File: src/rtl/arm_arith_pkg.sv
// Shared parameters and state type for the multi-cycle wide-arithmetic blocks.
// Slice counts are derived from the operand widths so every user agrees on them.
package arm_arith_pkg;

  localparam int WA_DEF    = 56;
  localparam int WB_DEF    = 15;
  localparam int CHUNK_DEF = 8;

  function automatic int calc_nch(input int wa, input int chunk);
    return wa / chunk;
  endfunction

  function automatic int calc_bch(input int wb, input int chunk);
    return (wb + chunk - 1) / chunk;
  endfunction

  typedef enum logic [1:0] {
    IDLE = 2'd0,
    RUN  = 2'd1,
    DONE = 2'd2
  } state_t;

endpackage

File: src/rtl/subtractor_slice.sv
// Combinational W-bit ripple-borrow cell: diff = a - b - bin, bout set on underflow.
module subtractor_slice #(
  parameter int W = 8
) (
  input  logic [W-1:0] a,
  input  logic [W-1:0] b,
  input  logic         bin,
  output logic [W-1:0] diff,
  output logic         bout
);

  logic [W:0] w_full;

  // One extra bit catches the sign of the slice result, i.e. the borrow out.
  assign w_full = {1'b0, a} - {1'b0, b} - {{W{1'b0}}, bin};
  assign diff   = w_full[W-1:0];
  assign bout   = w_full[W];

endmodule

File: src/rtl/custom_subtractor56_41.sv
// Multi-cycle A - zext(B), one CHUNK-bit slice per cycle from the LSB up,
// stopping as soon as the borrow dies above the subtrahend's slices.
module custom_subtractor56_41
  import arm_arith_pkg::*;
#(
  parameter int WA    = WA_DEF,
  parameter int WB    = WB_DEF,
  parameter int CHUNK = CHUNK_DEF
) (
  input  logic          clk,
  input  logic          rst_n,
  input  logic          in_valid,
  output logic          in_ready,
  input  logic [WA-1:0] A,
  input  logic [WB-1:0] B,
  output logic          out_valid,
  input  logic          out_ready,
  output logic [WA-1:0] Diff,
  output logic          Borrow
);

  localparam int NCH  = calc_nch(WA, CHUNK);
  localparam int BCH  = calc_bch(WB, CHUNK);
  localparam int IDXW = (NCH > 1) ? $clog2(NCH) : 1;

  state_t                    r_state;
  state_t                    w_state_next;
  logic [IDXW-1:0]           r_idx;
  logic                      r_brw;
  logic                      r_borrow;
  logic [NCH-1:0][CHUNK-1:0] r_result;
  logic [NCH-1:0][CHUNK-1:0] r_sub;

  logic [CHUNK-1:0] w_a_cur;
  logic [CHUNK-1:0] w_b_cur;
  logic [CHUNK-1:0] w_diff;
  logic             w_bout;
  logic             w_past_b;
  logic             w_last;

  assign w_a_cur  = r_result[r_idx];
  assign w_b_cur  = r_sub[r_idx];
  assign w_past_b = (r_idx >= IDXW'(BCH - 1));
  assign w_last   = (r_idx == IDXW'(NCH - 1));

  subtractor_slice #(.W(CHUNK)) u_slice (
    .a   (w_a_cur),
    .b   (w_b_cur),
    .bin (r_brw),
    .diff(w_diff),
    .bout(w_bout)
  );

  always_comb begin
    w_state_next = r_state;
    case (r_state)
      IDLE: if (in_valid) w_state_next = RUN;
      // Once past B's slices with no borrow, the remaining slices already equal A.
      RUN: begin
        if ((w_past_b && !w_bout) || w_last) w_state_next = DONE;
      end
      DONE: if (out_ready) w_state_next = IDLE;
      default: w_state_next = IDLE;
    endcase
  end

  always_ff @(posedge clk or negedge rst_n) begin
    if (!rst_n) begin
      r_state  <= IDLE;
      r_idx    <= '0;
      r_brw    <= 1'b0;
      r_borrow <= 1'b0;
      r_result <= '0;
      r_sub    <= '0;
    end else begin
      r_state <= w_state_next;
      case (r_state)
        IDLE: begin
          if (in_valid) begin
            r_result <= A;
            r_sub    <= {{(WA - WB){1'b0}}, B};
            r_idx    <= '0;
            r_brw    <= 1'b0;
            r_borrow <= 1'b0;
          end
        end
        RUN: begin
          r_result[r_idx] <= w_diff;
          r_brw           <= w_bout;
          r_idx           <= r_idx + IDXW'(1);
          // Early exit implies w_bout is 0, so this covers both exit paths.
          if (w_state_next == DONE) r_borrow <= w_bout;
        end
        default: ;
      endcase
    end
  end

  assign in_ready  = (r_state == IDLE);
  assign out_valid = (r_state == DONE);
  assign Diff      = r_result;
  assign Borrow    = r_borrow;

endmodule

File: config.mk
export PLATFORM = sky130hd
export DESIGN_NAME = custom_subtractor56_41
export DESIGN_NICKNAME = d
export VERILOG_FILES = /design/src/rtl/arm_arith_pkg.sv /design/src/rtl/subtractor_slice.sv /design/src/rtl/custom_subtractor56_41.sv
export SDC_FILE = /design/constraint.sdc
export NUM_CORES = 1
export LEC_CHECK = 0
export ABC_CLOCK_PERIOD_IN_PS = 5470
export BUFFER_PORTS_ARGS = -buffer_cell sky130_fd_sc_hd__buf_2
export CORE_ASPECT_RATIO = 0.8
export CORE_MARGIN = 8
export CORE_UTILIZATION = 58
export CTS_BUF_LIST = sky130_fd_sc_hd__clkbuf_4 sky130_fd_sc_hd__clkbuf_8
export CTS_CLUSTER_SIZE = 20
export DETAILED_ROUTE_END_ITERATION = 8
export GPL_TIMING_DRIVEN = 0
export PLACE_DENSITY = 0.92
export SLEW_MARGIN = 25
export SYNTH_ARGS = -nofsm -noshare
export SYNTH_HDL_FRONTEND = slang
export SYNTH_SLANG_ARGS = --single-unit
File: constraint.sdc
create_clock -name clk -period 5.47 [get_ports clk]
set_input_delay 0.547 -clock clk [delete_from_list [all_inputs] [get_ports clk]]
set_output_delay 0.547 -clock clk [all_outputs]
set_load 0.02 [all_outputs]
==> results.md <==
- RD Place Congestion: 0.929
- Post-synth EDFFs: 0
- Pre-antenna DRT Iters: 5
- Status: finished clean
- Port buffer count: 133
- FILL cells: 608
- F_max: 0.207 GHz
- Slew Limit Fails: 0
- Final Skew: 0.00940 ns
- Final min period: 4.83 ns
- Post-CTS setup buffer count: 0
- Hold Crit Class: primary input to async pin
- CP Cell Sequence: buf_6, buf_2, buf_1, nor2_1, a221o_1, fa_1, fa_1, nand2b_1, a21oi_1, o21ai_0, xnor2_1, o21ai_0
- Clock transition at path regs: 0.08 ns
- Placement Rows: 28
- Initial Utilization: 0.603
- Overflow after GRT: 0
- CTS Hold Buffers Added: 0
- CTS tree: built
- Layout cell share with drive strength beyond 1: 0.250
- First-pass GRT wire length: 25.3 mm
- Crit Path Max Fanout: 10
- Final net count: 749
- Reg2Reg Depth: 12
- Netlist Area Pre-Place: 0.00448 mm^2
- Top FF cell, synth: dfrtp_1
- CP delay by family, top: buffers and inverters
- Setup TNS: 0 ns
- DRC errors left: 0
- FF+latch count, synth: 78
- Commonest non-fill, non-tap cell in the layout: buf_2
- Post-DP HPWL: 12.3 mm
- Num ports: 134
- Die Wd: 114 um
- RR Endpoint: Diff[30]
- Post-synthesis sequential area ratio: 0.436
- Most frequent cells in the layout: buf_2, nand2_1, dfrtp_1
- CORE AREA: 0.00743 mm^2
- Asr flop ratio synth: 1.00
- Worst R2R Setup Slack: 0.64 ns
- Die area: 0.0108 mm^2
- Syn Inst Count: 512
- Multi-input logic area: 0.00235 mm^2
- CTS buffer count: 9
- Hold Violations, Final: 0
- Req. time, crit path: 5.66 ns
- Clk_lat worst skew: 0.36 ns
- Worst slew margin: 0.334
- Vias post-DR: 4852
- Critical path class: flop to flop
- Routed WL: 16.2 mm
- Drt wl/cell: 21.2 um
- Critical Path Start Type: flop
- Placed Instances: 751
- CTS resizes: 0
- Yosys warning count: 0
- Worst-case clock buffer depth: 2
- Ant. Diodes: 0
- RSZ-0062 raised after global routing: no
- CTS sink cnt: 78
- Synthesized Nets: 604
- Synth unique cells: 45
- Vias in the first global route: 4817
- Die height: 94.6 um
- RR Startpoint: r_idx[0]
- Syn-to-layout area delta: 23.4%
- Number of routed nets with antenna violations: 0
- Element type at the critical path end: flop
- Measured slew at the worst slew-check pin: 0.992 ns
- Vias per Instance: 6.33
- Drt first-iter violations: 581
- Final Cycle Share: 0.882
- CP max stage delay: 0.79 ns
- Htree depth: 3
- Layout Cells excl Fill: 766
- Largest net degree at the start of global routing: 49
- Root buffer cell: clkbuf_8
- CP bufs+invs: 3
- Endpoints failing setup: 0
- Average size of a mapped cell: 8.74 um^2
- Slowest cell on the critical path: xnor2_1
- Initial antenna violation count: 0
- Tot GR Track Use: 0.301
- FF+latch area: 0.00195 mm^2
- Crit path arrival time: 5.02 ns
- Max Cap Viol: 0
-- per-layer routing --
metal,track usage,share of wire
met1,0.391,0.40
met2,0.471,0.45
met3,0.0944,0.13
met4,0.102,0.022
met5,0,0
-- synth_stat cells (all sizes together) (2+ instances only) --
cell type | number | area [um^2]
nand2 | 111 | 419
dfrtp | 78 | 1950
nor2 | 46 | 173
a22oi | 43 | 323
o21ai | 33 | 165
nand3 | 30 | 150
a21oi | 16 | 80.1
inv | 16 | 60.1
ha | 15 | 188
mux2i | 15 | 150
a221oi | 14 | 123
clkbuf | 14 | 52.6
buf | 13 | 65.1
o211ai | 8 | 60.1
a32oi | 6 | 52.6
and3 | 6 | 37.5
a31oi | 5 | 37.5
nor2b | 5 | 31.3
nor3 | 5 | 30.0
mux2 | 4 | 48.8
nand2b | 4 | 25.0
o22ai | 3 | 18.8
o31ai | 3 | 22.5
xnor2 | 3 | 26.3
a221o | 2 | 20.0
fa | 2 | 40.0
o21a | 2 | 15.0
-- cell type report --
| cell class | instances | share of cell area |
|---|---|---|
| clock inverter | 4 | 0.0127 |
| multi-input combinational | 391 | 0.425 |
| buffer | 27 | 0.0213 |
| clock buffer | 11 | 0.0274 |
| sequential | 78 | 0.353 |
| inverter | 16 | 0.0109 |
| timing repair buffer | 134 | 0.126 |
| tap | 105 | 0.0238 |
-- kinds of logic after synthesis --
group                      after synthesis  synth area share
adders and majority gates               17            0.0509
buffers and inverters                   43            0.0397
and+or+nand+nor                        212             0.203
AOI/OAI and AO/OA                      140             0.221
xor gates and xnor gates                 3           0.00587
muxes                                   19            0.0444
DFF                                     78             0.436
-- metrics by stage --
step	setup slack, ns	area [um^2]	hold WS (ns)	util
global route	0.504	5530	0.136	0.744
detailed placement	0.932	5300	0.458	0.714
finish	0.644	5530	0.121	0.744
global placement	1.04	5270	0.456	0.710
floorplan	2.04	4480	0.251	-
CTS	0.864	5530	0.139	0.744
-- state kept, by name (all words and copies together) (netlist names) --
signal / cells
r_brw: 1
r_idx: 3
Diff: 56
Borrow: 1
r_sub: 15
r_state: 2
-- worst max path at each step --
stage	depth (start not counted)	to	start
after floorplan	13	r_state[1]	r_idx[0]
after global placement	12	Diff[22]	r_idx[0]
after detailed placement	12	Diff[22]	r_idx[0]
after CTS	12	Diff[30]	r_idx[0]
after global routing	12	Diff[22]	r_idx[0]
final	12	Diff[30]	r_idx[0]
Power is not shown: default switching activity piles up to over one toggle a cycle in this logic, so the estimate is an artifact.
